## config.mk

```make
export PLATFORM = sky130hd
export DESIGN_NAME = control_sequencer_flat
export DESIGN_NICKNAME = d
export VERILOG_FILES = /design/src/rtl/control_sequencer_if.sv /design/src/rtl/control_sequencer.sv /design/src/flat_wrapper.sv
export SDC_FILE = /design/constraint.sdc
export NUM_CORES = 1
export LEC_CHECK = 0
export CAP_MARGIN = 10
export CORE_ASPECT_RATIO = 0.9
export CORE_UTILIZATION = 42
export DETAILED_ROUTE_END_ITERATION = 8
export GPL_ROUTABILITY_DRIVEN = 0
export PLACE_DENSITY = 0.81
export SYNTH_ARGS = -nofsm -noshare
export SYNTH_HDL_FRONTEND = slang
export SYNTH_SLANG_ARGS = --single-unit
```

## constraint.sdc

```tcl
create_clock -name clk -period 2.4 [get_ports clk]
set_clock_uncertainty 0.2 [all_clocks]
set_input_delay 0.48 -clock clk [delete_from_list [all_inputs] [get_ports clk]]
set_output_delay 0.48 -clock clk [all_outputs]
set_load 0.05 [all_outputs]
```

## src/rtl/control_sequencer_if.sv

```systemverilog
// Control sequencer bundle: machine-state inputs (run, opcode, flags) and
// the active-high control word plus status produced by the sequencer.
interface control_sequencer_if;
    logic       run;
    logic [3:0] opcode;
    logic       cf;
    logic       zf;

    logic       pc_out;
    logic       pc_inc;
    logic       pc_load;
    logic       mar_load;
    logic       ram_out;
    logic       ir_load;
    logic       ir_out;
    logic       a_load;
    logic       a_out;
    logic       b_load;
    logic       alu_out;
    logic       sub;
    logic       flags_load;
    logic       out_load;

    logic       halted;
    logic [2:0] tstate;
    logic [7:0] instr_count;

    // Sequencer side: consumes machine state, drives the control word.
    modport master (
        input  run, opcode, cf, zf,
        output pc_out, pc_inc, pc_load, mar_load, ram_out, ir_load, ir_out,
               a_load, a_out, b_load, alu_out, sub, flags_load, out_load,
               halted, tstate, instr_count
    );

    // Datapath side: supplies machine state, consumes the control word.
    modport slave (
        output run, opcode, cf, zf,
        input  pc_out, pc_inc, pc_load, mar_load, ram_out, ir_load, ir_out,
               a_load, a_out, b_load, alu_out, sub, flags_load, out_load,
               halted, tstate, instr_count
    );
endinterface

```

## src/rtl/control_sequencer.sv

```systemverilog
// Micro-step control sequencer for a simple accumulator machine.
// Registered micro-step counter (T0..T5), halt latch and retired-instruction
// counter; the control word is a Moore decode of the registered step, the
// current opcode and the ALU flags, forced to zero while paused, halted or
// in reset.
module control_sequencer #(
    parameter logic [3:0] HALT_OPCODE = 4'hF,
    parameter logic [3:0] JC_OPCODE   = 4'h7
) (
    input  logic                 clk,
    input  logic                 rst_n,
    control_sequencer_if.master  bus
);

    localparam logic [2:0] T0 = 3'd0;
    localparam logic [2:0] T1 = 3'd1;
    localparam logic [2:0] T2 = 3'd2;
    localparam logic [2:0] T3 = 3'd3;
    localparam logic [2:0] T4 = 3'd4;
    localparam logic [2:0] T5 = 3'd5;

    localparam logic [3:0] OP_LDA = 4'h0;
    localparam logic [3:0] OP_ADD = 4'h1;
    localparam logic [3:0] OP_SUB = 4'h2;
    localparam logic [3:0] OP_JMP = 4'h6;
    localparam logic [3:0] OP_JZ  = 4'h8;
    localparam logic [3:0] OP_OUT = 4'hE;

    // Bit positions of the control word, MSB first.
    localparam int CW_PC_OUT     = 13;
    localparam int CW_PC_INC     = 12;
    localparam int CW_PC_LOAD    = 11;
    localparam int CW_MAR_LOAD   = 10;
    localparam int CW_RAM_OUT    = 9;
    localparam int CW_IR_LOAD    = 8;
    localparam int CW_IR_OUT     = 7;
    localparam int CW_A_LOAD     = 6;
    localparam int CW_A_OUT      = 5;
    localparam int CW_B_LOAD     = 4;
    localparam int CW_ALU_OUT    = 3;
    localparam int CW_SUB        = 2;
    localparam int CW_FLAGS_LOAD = 1;
    localparam int CW_OUT_LOAD   = 0;

    logic [2:0]  tstate_r;
    logic        halted_r;
    logic [7:0]  count_r;

    logic        advance_s;
    logic        instr_end_s;
    logic [2:0]  last_step_s;
    logic [2:0]  next_tstate_s;
    logic        ctrl_en_s;
    logic [13:0] ctrl_s;
    logic [13:0] ctrl_gated_s;

    // Final micro-step of each instruction; HLT takes priority over any
    // opcode it might alias.
    function automatic logic [2:0] last_step_f(input logic [3:0] op);
        logic [2:0] step;
        if (op == HALT_OPCODE) begin
            step = T2;
        end else if (op == OP_LDA) begin
            step = T3;
        end else if ((op == OP_ADD) || (op == OP_SUB)) begin
            step = T4;
        end else begin
            step = T2;
        end
        return step;
    endfunction

    // Next-step selection: wrap to T0 after the last step or from unused T5.
    always_comb begin
        advance_s     = bus.run & ~halted_r;
        last_step_s   = last_step_f(bus.opcode);
        instr_end_s   = advance_s & (tstate_r == last_step_s);
        next_tstate_s = tstate_r + 3'd1;
        if (instr_end_s || (tstate_r == T5)) begin
            next_tstate_s = T0;
        end else begin
            next_tstate_s = tstate_r + 3'd1;
        end
    end

    // Step counter, halt latch and retired-instruction counter.
    always_ff @(posedge clk or negedge rst_n) begin
        if (!rst_n) begin
            tstate_r <= T0;
            halted_r <= 1'b0;
            count_r  <= 8'd0;
        end else if (advance_s) begin
            tstate_r <= next_tstate_s;
            if (instr_end_s) begin
                count_r <= count_r + 8'd1;
                if (bus.opcode == HALT_OPCODE) begin
                    halted_r <= 1'b1;
                end
            end
        end
    end

    // Micro-code decode of the registered step against opcode and flags.
    always_comb begin
        ctrl_s = 14'd0;
        case (tstate_r)
            T0: begin
                ctrl_s[CW_PC_OUT]   = 1'b1;
                ctrl_s[CW_MAR_LOAD] = 1'b1;
            end
            T1: begin
                ctrl_s[CW_RAM_OUT]  = 1'b1;
                ctrl_s[CW_IR_LOAD]  = 1'b1;
                ctrl_s[CW_PC_INC]   = 1'b1;
            end
            T2: begin
                if (bus.opcode == HALT_OPCODE) begin
                    ctrl_s = 14'd0;
                end else if (bus.opcode == JC_OPCODE) begin
                    ctrl_s[CW_IR_OUT]  = bus.cf;
                    ctrl_s[CW_PC_LOAD] = bus.cf;
                end else if (bus.opcode == OP_JZ) begin
                    ctrl_s[CW_IR_OUT]  = bus.zf;
                    ctrl_s[CW_PC_LOAD] = bus.zf;
                end else begin
                    case (bus.opcode)
                        OP_LDA, OP_ADD, OP_SUB: begin
                            ctrl_s[CW_IR_OUT]   = 1'b1;
                            ctrl_s[CW_MAR_LOAD] = 1'b1;
                        end
                        OP_JMP: begin
                            ctrl_s[CW_IR_OUT]  = 1'b1;
                            ctrl_s[CW_PC_LOAD] = 1'b1;
                        end
                        OP_OUT: begin
                            ctrl_s[CW_A_OUT]    = 1'b1;
                            ctrl_s[CW_OUT_LOAD] = 1'b1;
                        end
                        default: ctrl_s = 14'd0;
                    endcase
                end
            end
            T3: begin
                if (bus.opcode == HALT_OPCODE) begin
                    ctrl_s = 14'd0;
                end else begin
                    case (bus.opcode)
                        OP_LDA: begin
                            ctrl_s[CW_RAM_OUT] = 1'b1;
                            ctrl_s[CW_A_LOAD]  = 1'b1;
                        end
                        OP_ADD, OP_SUB: begin
                            ctrl_s[CW_RAM_OUT] = 1'b1;
                            ctrl_s[CW_B_LOAD]  = 1'b1;
                        end
                        default: ctrl_s = 14'd0;
                    endcase
                end
            end
            T4: begin
                if (bus.opcode == HALT_OPCODE) begin
                    ctrl_s = 14'd0;
                end else begin
                    case (bus.opcode)
                        OP_ADD: begin
                            ctrl_s[CW_ALU_OUT]    = 1'b1;
                            ctrl_s[CW_A_LOAD]     = 1'b1;
                            ctrl_s[CW_FLAGS_LOAD] = 1'b1;
                        end
                        OP_SUB: begin
                            ctrl_s[CW_ALU_OUT]    = 1'b1;
                            ctrl_s[CW_A_LOAD]     = 1'b1;
                            ctrl_s[CW_FLAGS_LOAD] = 1'b1;
                            ctrl_s[CW_SUB]        = 1'b1;
                        end
                        default: ctrl_s = 14'd0;
                    endcase
                end
            end
            default: ctrl_s = 14'd0;
        endcase
    end

    // Control word is silent in reset, while paused and once halted.
    always_comb begin
        ctrl_en_s = rst_n & bus.run & ~halted_r;
        if (ctrl_en_s) begin
            ctrl_gated_s = ctrl_s;
        end else begin
            ctrl_gated_s = 14'd0;
        end
    end

    assign bus.pc_out      = ctrl_gated_s[CW_PC_OUT];
    assign bus.pc_inc      = ctrl_gated_s[CW_PC_INC];
    assign bus.pc_load     = ctrl_gated_s[CW_PC_LOAD];
    assign bus.mar_load    = ctrl_gated_s[CW_MAR_LOAD];
    assign bus.ram_out     = ctrl_gated_s[CW_RAM_OUT];
    assign bus.ir_load     = ctrl_gated_s[CW_IR_LOAD];
    assign bus.ir_out      = ctrl_gated_s[CW_IR_OUT];
    assign bus.a_load      = ctrl_gated_s[CW_A_LOAD];
    assign bus.a_out       = ctrl_gated_s[CW_A_OUT];
    assign bus.b_load      = ctrl_gated_s[CW_B_LOAD];
    assign bus.alu_out     = ctrl_gated_s[CW_ALU_OUT];
    assign bus.sub         = ctrl_gated_s[CW_SUB];
    assign bus.flags_load  = ctrl_gated_s[CW_FLAGS_LOAD];
    assign bus.out_load    = ctrl_gated_s[CW_OUT_LOAD];

    assign bus.halted      = halted_r;
    assign bus.tstate      = tstate_r;
    assign bus.instr_count = count_r;

endmodule
```

## src/flat_wrapper.sv

```systemverilog
// flat-port wrapper written by rule: the top's interface ports become plain ports
module control_sequencer_flat 
#(
    parameter logic [3:0] HALT_OPCODE = 4'hF,
    parameter logic [3:0] JC_OPCODE   = 4'h7
)
  (clk, rst_n, bus_run, bus_opcode, bus_cf, bus_zf, bus_pc_out, bus_pc_inc, bus_pc_load, bus_mar_load, bus_ram_out, bus_ir_load, bus_ir_out, bus_a_load, bus_a_out, bus_b_load, bus_alu_out, bus_sub, bus_flags_load, bus_out_load, bus_halted, bus_tstate, bus_instr_count);
  control_sequencer_if bus_i ();
  input  logic clk;
  input  logic rst_n;
  input wire logic [$bits(bus_i.run)-1:0] bus_run;
  input wire logic [$bits(bus_i.opcode)-1:0] bus_opcode;
  input wire logic [$bits(bus_i.cf)-1:0] bus_cf;
  input wire logic [$bits(bus_i.zf)-1:0] bus_zf;
  output wire logic [$bits(bus_i.pc_out)-1:0] bus_pc_out;
  output wire logic [$bits(bus_i.pc_inc)-1:0] bus_pc_inc;
  output wire logic [$bits(bus_i.pc_load)-1:0] bus_pc_load;
  output wire logic [$bits(bus_i.mar_load)-1:0] bus_mar_load;
  output wire logic [$bits(bus_i.ram_out)-1:0] bus_ram_out;
  output wire logic [$bits(bus_i.ir_load)-1:0] bus_ir_load;
  output wire logic [$bits(bus_i.ir_out)-1:0] bus_ir_out;
  output wire logic [$bits(bus_i.a_load)-1:0] bus_a_load;
  output wire logic [$bits(bus_i.a_out)-1:0] bus_a_out;
  output wire logic [$bits(bus_i.b_load)-1:0] bus_b_load;
  output wire logic [$bits(bus_i.alu_out)-1:0] bus_alu_out;
  output wire logic [$bits(bus_i.sub)-1:0] bus_sub;
  output wire logic [$bits(bus_i.flags_load)-1:0] bus_flags_load;
  output wire logic [$bits(bus_i.out_load)-1:0] bus_out_load;
  output wire logic [$bits(bus_i.halted)-1:0] bus_halted;
  output wire logic [$bits(bus_i.tstate)-1:0] bus_tstate;
  output wire logic [$bits(bus_i.instr_count)-1:0] bus_instr_count;
  assign bus_i.run = bus_run;
  assign bus_i.opcode = bus_opcode;
  assign bus_i.cf = bus_cf;
  assign bus_i.zf = bus_zf;
  assign bus_pc_out = bus_i.pc_out;
  assign bus_pc_inc = bus_i.pc_inc;
  assign bus_pc_load = bus_i.pc_load;
  assign bus_mar_load = bus_i.mar_load;
  assign bus_ram_out = bus_i.ram_out;
  assign bus_ir_load = bus_i.ir_load;
  assign bus_ir_out = bus_i.ir_out;
  assign bus_a_load = bus_i.a_load;
  assign bus_a_out = bus_i.a_out;
  assign bus_b_load = bus_i.b_load;
  assign bus_alu_out = bus_i.alu_out;
  assign bus_sub = bus_i.sub;
  assign bus_flags_load = bus_i.flags_load;
  assign bus_out_load = bus_i.out_load;
  assign bus_halted = bus_i.halted;
  assign bus_tstate = bus_i.tstate;
  assign bus_instr_count = bus_i.instr_count;
  control_sequencer #(.HALT_OPCODE(HALT_OPCODE), .JC_OPCODE(JC_OPCODE)) u_core (.clk(clk), .rst_n(rst_n), .bus(bus_i));
endmodule
```

==> results of run 1 <==
==> power breakdown <==
group          switching, mW  internal [mW]
logic                  0.778          0.525
registers              0.129          0.283
clock network         0.0737         0.0925
total                  0.981          0.900
==> cell families after synthesis <==
| logic type | after synthesis |
|---|---|
| AOI/OAI and AO/OA | 13 |
| xor gates and xnor gates | 9 |
| buffers and inverters | 11 |
| and+or+nand+nor | 47 |
| adders and majority gates | 6 |
| DFF | 12 |
| muxes | 1 |
==> Yosys cell counts, types with 2 or more instances <==
cell type	instances	area, um^2
nor4_1	4	25.0
nor2b_1	2	12.5
buf_4	4	30.0
or3_1	2	12.5
xnor2_1	4	35.0
inv_1	5	18.8
nand3_1	8	40.0
nand2_1	8	30.0
a21oi_1	3	15.0
ha_1	6	75.1
nor3_1	7	35.0
nor2_1	9	33.8
dfrtp_1	12	300
and2_1	2	12.5
xor2_1	4	35.0
==> layout by cell type (no fill, tap or decap), types with 4 or more instances in the layout <==
cell type	n
buf_4	33
clkdlybuf4s50_1	13
buf_12	13
dfrtp_1	8
nand2_1	6
nor2_2	5
nand3_1	5
xnor2_1	4
xor2_1	4
dfrtp_2	4
==> what timing repair did <==
| action | 4_1_cts | 5_1_grt |
|---|---|---|
| buffers inserted | 7 | 7 |
| endpoints found under the setup margin | 15 | 13 |
| gates resized for setup | 20 | 23 |
| gates cloned | 0 | 0 |
| pin swaps | 8 | 11 |
==> stage by stage <==
stage / util (%) / hold slack (ns) / cells
final: 93.8 / 0.191 / 191
after global routing: 93.8 / 0.229 / 191
after CTS: 87.9 / 0.150 / 185
after detailed placement: 80.6 / 0.257 / 174
after global placement: 80.6 / 0.256 / 174
after floorplan: - / -0.0156 / 99
==> cell type report <==
class,count,area (um^2),share of cell area [%]
clock buffer,4,36.3,1.98
sequential,12,305,16.7
tap,25,31.3,1.71
inverter,5,21.3,1.16
timing repair buffer,69,743,40.6
multi-input combinational,76,693,37.9
==> per-layer routing <==
metal | vias to the layer above | part of all wire [%]
li1 | 482 | -
met1 | 581 | 37
met2 | 91 | 51
met3 | 27 | 6.6
met4 | 0 | 5.6
met5 | - | 0
==> state kept, by name (all words and copies together), names as in the netlist <==
name and count:
u_core.bus.halted 1, u_core.bus.instr_count 8, u_core.bus.tstate 3
==> path summary, 6_finish.rpt <==
path / end / slack [ns]
setup / recovery: bus_a_load / -0.23
hold / removal: u_core.bus.instr_count[4] / 0.19
setup reg to reg: u_core.bus.instr_count[7] / 0.37
hold reg to reg: u_core.bus.instr_count[6] / 0.32
max in group asynchronous: u_core.bus.halted / 1.64
min in group clk: u_core.bus.instr_count[6] / 0.32
==> flow_summary.ini, run 1 <==
[critical_path]
setup.worst_path.class = flip-flop to output pin
crit_chain = ha_4, ha_2, o211ai_1, or3_4, a21oi_4, buf_12
rr_worst_depth = 5
cp_slowest_stage_delay_ns = 0.46
startpoint = u_core.bus.tstate[0]
crit_path_end_kind = output pin
cp.depth = 6
reg2reg_from = u_core.bus.tstate[0]
worst-path-buf-inv = 1
critPathRequiredTime_ns = 1.72
cp-start-kind = flip-flop
path_max_fanout = 4
crit_slowest_cell = dfrtp_2
critPathArrivalTime_ns = 1.95
crit_family = flip-flops

[clock_tree]
clockBufferDepth = 2
root_buffer = clkbuf_4
cts_buffers = 3
postCtsHoldBufs = 0
clock_latency_ns = 0.28
clk_pin_slew_ns = 0.08
clkSinkCount = 12
htree_levels = 1
cts_tree = built

[timing]
maxSlewHeadroom_pct = 65.8
setup-tns-final_ns = -0.562
post-route-period-util_pct = 110
rsz0062_at_grt = yes
finalSetupViolCount = 8
hold_viol = 0
slew_violations = 0
min_period_ns = 2.63
tightest_slew_ns = 0.512
max_freq_ghz = 0.380
final.setup.worst_slack_ns = -0.233

[routing]
viasPerCell = 6.18
wl_per_cell_um = 23.2
firstDrtPassIters = 4
drc_errors = 0
vias = 1181
drt_iter0_drc = 45
ant_nets = 0
totalWireLength_um = 4440

[synthesis]
seq_area_frac_synth_pct = 34.0
yosys.area_share.simple_pct = 27.1
synth_compound_area_share_pct = 10.8
synth_edf_count = 0
syn_inst = 99
yosys_warnings = 0
synth_top_family_by_area = simple AND/OR/NAND/NOR gates
ys_ff_latch = 12
synthFlopType = dfrtp_1
synth_xor_area_share_pct = 11.0
avgSynthCellArea_um2 = 8.92
syn_area_um2 = 883
synthArstFlopShare_pct = 100
synthDistinctLibCells = 34
synthMuxAreaShare_pct = 1.27
synthAdderAreaFrac_pct = 8.50
synth_nets = 114

[layout]
final_area_mm2 = 0.00183
diodes = 0
final_nets = 182
nFillCells = 61
drive_gt1_share_pct = 54.2
area.growth.synth_to_final_pct = 107

[placement]
place_area_mm2 = 0.00157
pre_cts_slack_ns = -0.322
port_buffers = 34
hpwl_um = 2140

[pwr]
leakage_nw = 0.786
totalPowerFinal_mw = 1.88
ir_worst_vdd_v = 0.000988
powerDensity_mw_per_mm2 = 1030

[floorplanning]
io_pins = 35
die_area_mm2 = 0.00229
die_h_um = 45.5
start_util_pct = 45.3
placement_rows = 15
coreArea_mm2 = 0.00195
fp.dieW_um = 50.3

[flow_run]
drv_cap = 0

[global_route]
grt_pass1_wl_um = 5490
grt_usage_pct = 33.1
met2_usage_pct = 64.8
gr-usage-met1_pct = 35.1
grt_use_met3_pct = 3.67
grt_pass1_vias = 1149
grt_max_degree = 13
antenna_found_initial = 0
grt-busiest-layer = met2
grt-ovfl-total = 0

[hold_path]
min_path_type = primary input to async pin

[outcome]
violations = negative setup slack
status = finished, violations left
(Power assumes the default switching activity.)
==> run 2: changes to the inputs <==
CORE_UTILIZATION = 46   (was 42)
PLACE_DENSITY = 0.87   (was 0.81)
clock period = 3.07 ns   (was 2.4 ns; I/O delays follow)
==> run 2 against run 1 <==
- the flow now finishes without violations
- worst setup slack better by 0.31 ns
- via count is 20% lower
- sequential share of layout area is 3.9 points higher
- clock power is 24% lower
- cell area is 20% lower
- wire length is 41% lower
- combinational power is 42% lower
- count of clock-buffer cells in the layout stayed put
- critical path type is now primary input to output pin
- critical endpoint is now bus_b_load
- largest cell class is now multi-input gates
==> flow_summary.ini, run 2 (synthesis gave the netlist of run 1 again) <==
[outcome]
status = finished, final reports clean

[layout]
nFillCells = 87
final-seq-area_um2 = 300
largest_register_ffs = 8
drive_gt1_share_pct = 23.2
fin_util_pct = 84.0
multi_input_area_um2 = 538
final_cells = 162
final_nets = 154
final_cell_mix = clkdlybuf4s50_1, buf_12, dfrtp_1, nor2_1
final_area_mm2 = 0.00146
diodes = 0
layout_commonest_cell = clkdlybuf4s50_1
area.growth.synth_to_final_pct = 64.9

[timing]
finalSetupViolCount = 0
setup-tns-final_ns = 0
maxSlewHeadroom_pct = 64.6
hold_viol = 0
tightest_slew_ns = 0.530
min_period_ns = 2.99
slew_violations = 0
holdWs_ns = 0.270
max_freq_ghz = 0.334
post-route-period-util_pct = 97.5
final.setup.worst_slack_ns = 0.0780

[routing]
vias = 945
firstDrtPassIters = 4
drt_iter0_drc = 53
drc_errors = 0
totalWireLength_um = 2620
wl_per_cell_um = 16.2
viasPerCell = 5.83
ant_nets = 0

[pwr]
ir_worst_vdd_v = 0.000626
powerDensity_mw_per_mm2 = 811
totalPowerFinal_mw = 1.18
leakage_nw = 0.611

[floorplanning]
coreArea_mm2 = 0.00173
io_pins = 35
die_h_um = 43.6
start_util_pct = 50.9
die_area_mm2 = 0.00210
placement_rows = 14
fp.dieW_um = 48.2

[clock_tree]
root_buffer = clkbuf_4
clockBufferDepth = 2
clock_latency_ns = 0.28
cts_buffers = 3
clkSinkCount = 12
htree_levels = 1
cts_tree = built
clk_pin_slew_ns = 0.08

[placement]
hpwl_um = 2100
pre_cts_slack_ns = 0.0385
place_area_mm2 = 0.00141
placedCellCount = 158
port_buffers = 34

[critical_path]
path_max_fanout = 6
critPathRequiredTime_ns = 2.26
crit_path_end_kind = output pin
cp-start-kind = primary input
critPathArrivalTime_ns = 2.18
setup.worst_path.class = primary input to output pin

[flow_run]
drv_cap = 0

[hold_path]
min_path_type = flip-flop to flip-flop

[global_route]
grt_pass1_wl_um = 4110
grt-ovfl-total = 0
antenna_found_initial = 0
grt_max_degree = 13
grt_usage_pct = 28.9
grt_pass1_vias = 854
run 2: cell count changes in the layout (fill, tap and decap cells not counted), sizes merged:
cell,before,now
buf,48,21
clkdlybuf4s50,13,20
clkbuf,7,4
clkdlybuf4s15,3,0
dlygate4sd2,2,0
run 2: layer usage:
metal / wire length, um / global-route usage [%]
met1: 1040 / 38.4
met5: 0 / 0
met2: 1310 / 41.6
met4: 44 / 11.7
met3: 226 / 11.3
run 2: cell type report:
cell class | instances | area share, %
inverter | 5 | 1.29
sequential | 12 | 20.6
clock buffer | 4 | 2.49
timing repair buffer | 41 | 36.6
tap | 24 | 2.06
multi-input combinational | 76 | 36.9
run 2: worst max-delay path, cell delays in order:
cell             delay, ns
clkdlybuf4s50_1       0.53
nor2_1                0.30
nand3_1               0.23
nor3b_2               0.32
buf_12                0.17
run 2: final timing paths:
path / from / endpoint / slack, ns / cells after the start
max: bus_opcode[3] / bus_b_load / 0.08 / 5
min: u_core.bus.instr_count[7] / u_core.bus.instr_count[7] / 0.27 / 1
max reg2reg: u_core.bus.tstate[1] / u_core.bus.instr_count[6] / 1.14 / 5
min reg2reg: u_core.bus.instr_count[7] / u_core.bus.instr_count[7] / 0.27 / 1
max in group asynchronous: rst_n / u_core.bus.halted / 1.97 / 2
min in group asynchronous: rst_n / u_core.bus.instr_count[5] / 0.55 / 2
run 2: repair_timing:
item	CTS	global route
hold buffers	0	0
endpoints found under the setup margin	0	2
buffers inserted	0	0
gates resized for setup	0	1
run 2: report_power, final:
part / switching, mW / internal [mW] / leakage (nW) / total, mW
Clock: 0.0540 / 0.0723 / 0.0210 / 0.126
Sequential: 0.0894 / 0.216 / 0.148 / 0.305
Combinational: 0.473 / 0.276 / 0.441 / 0.749
Total: 0.616 / 0.565 / 0.611 / 1.18
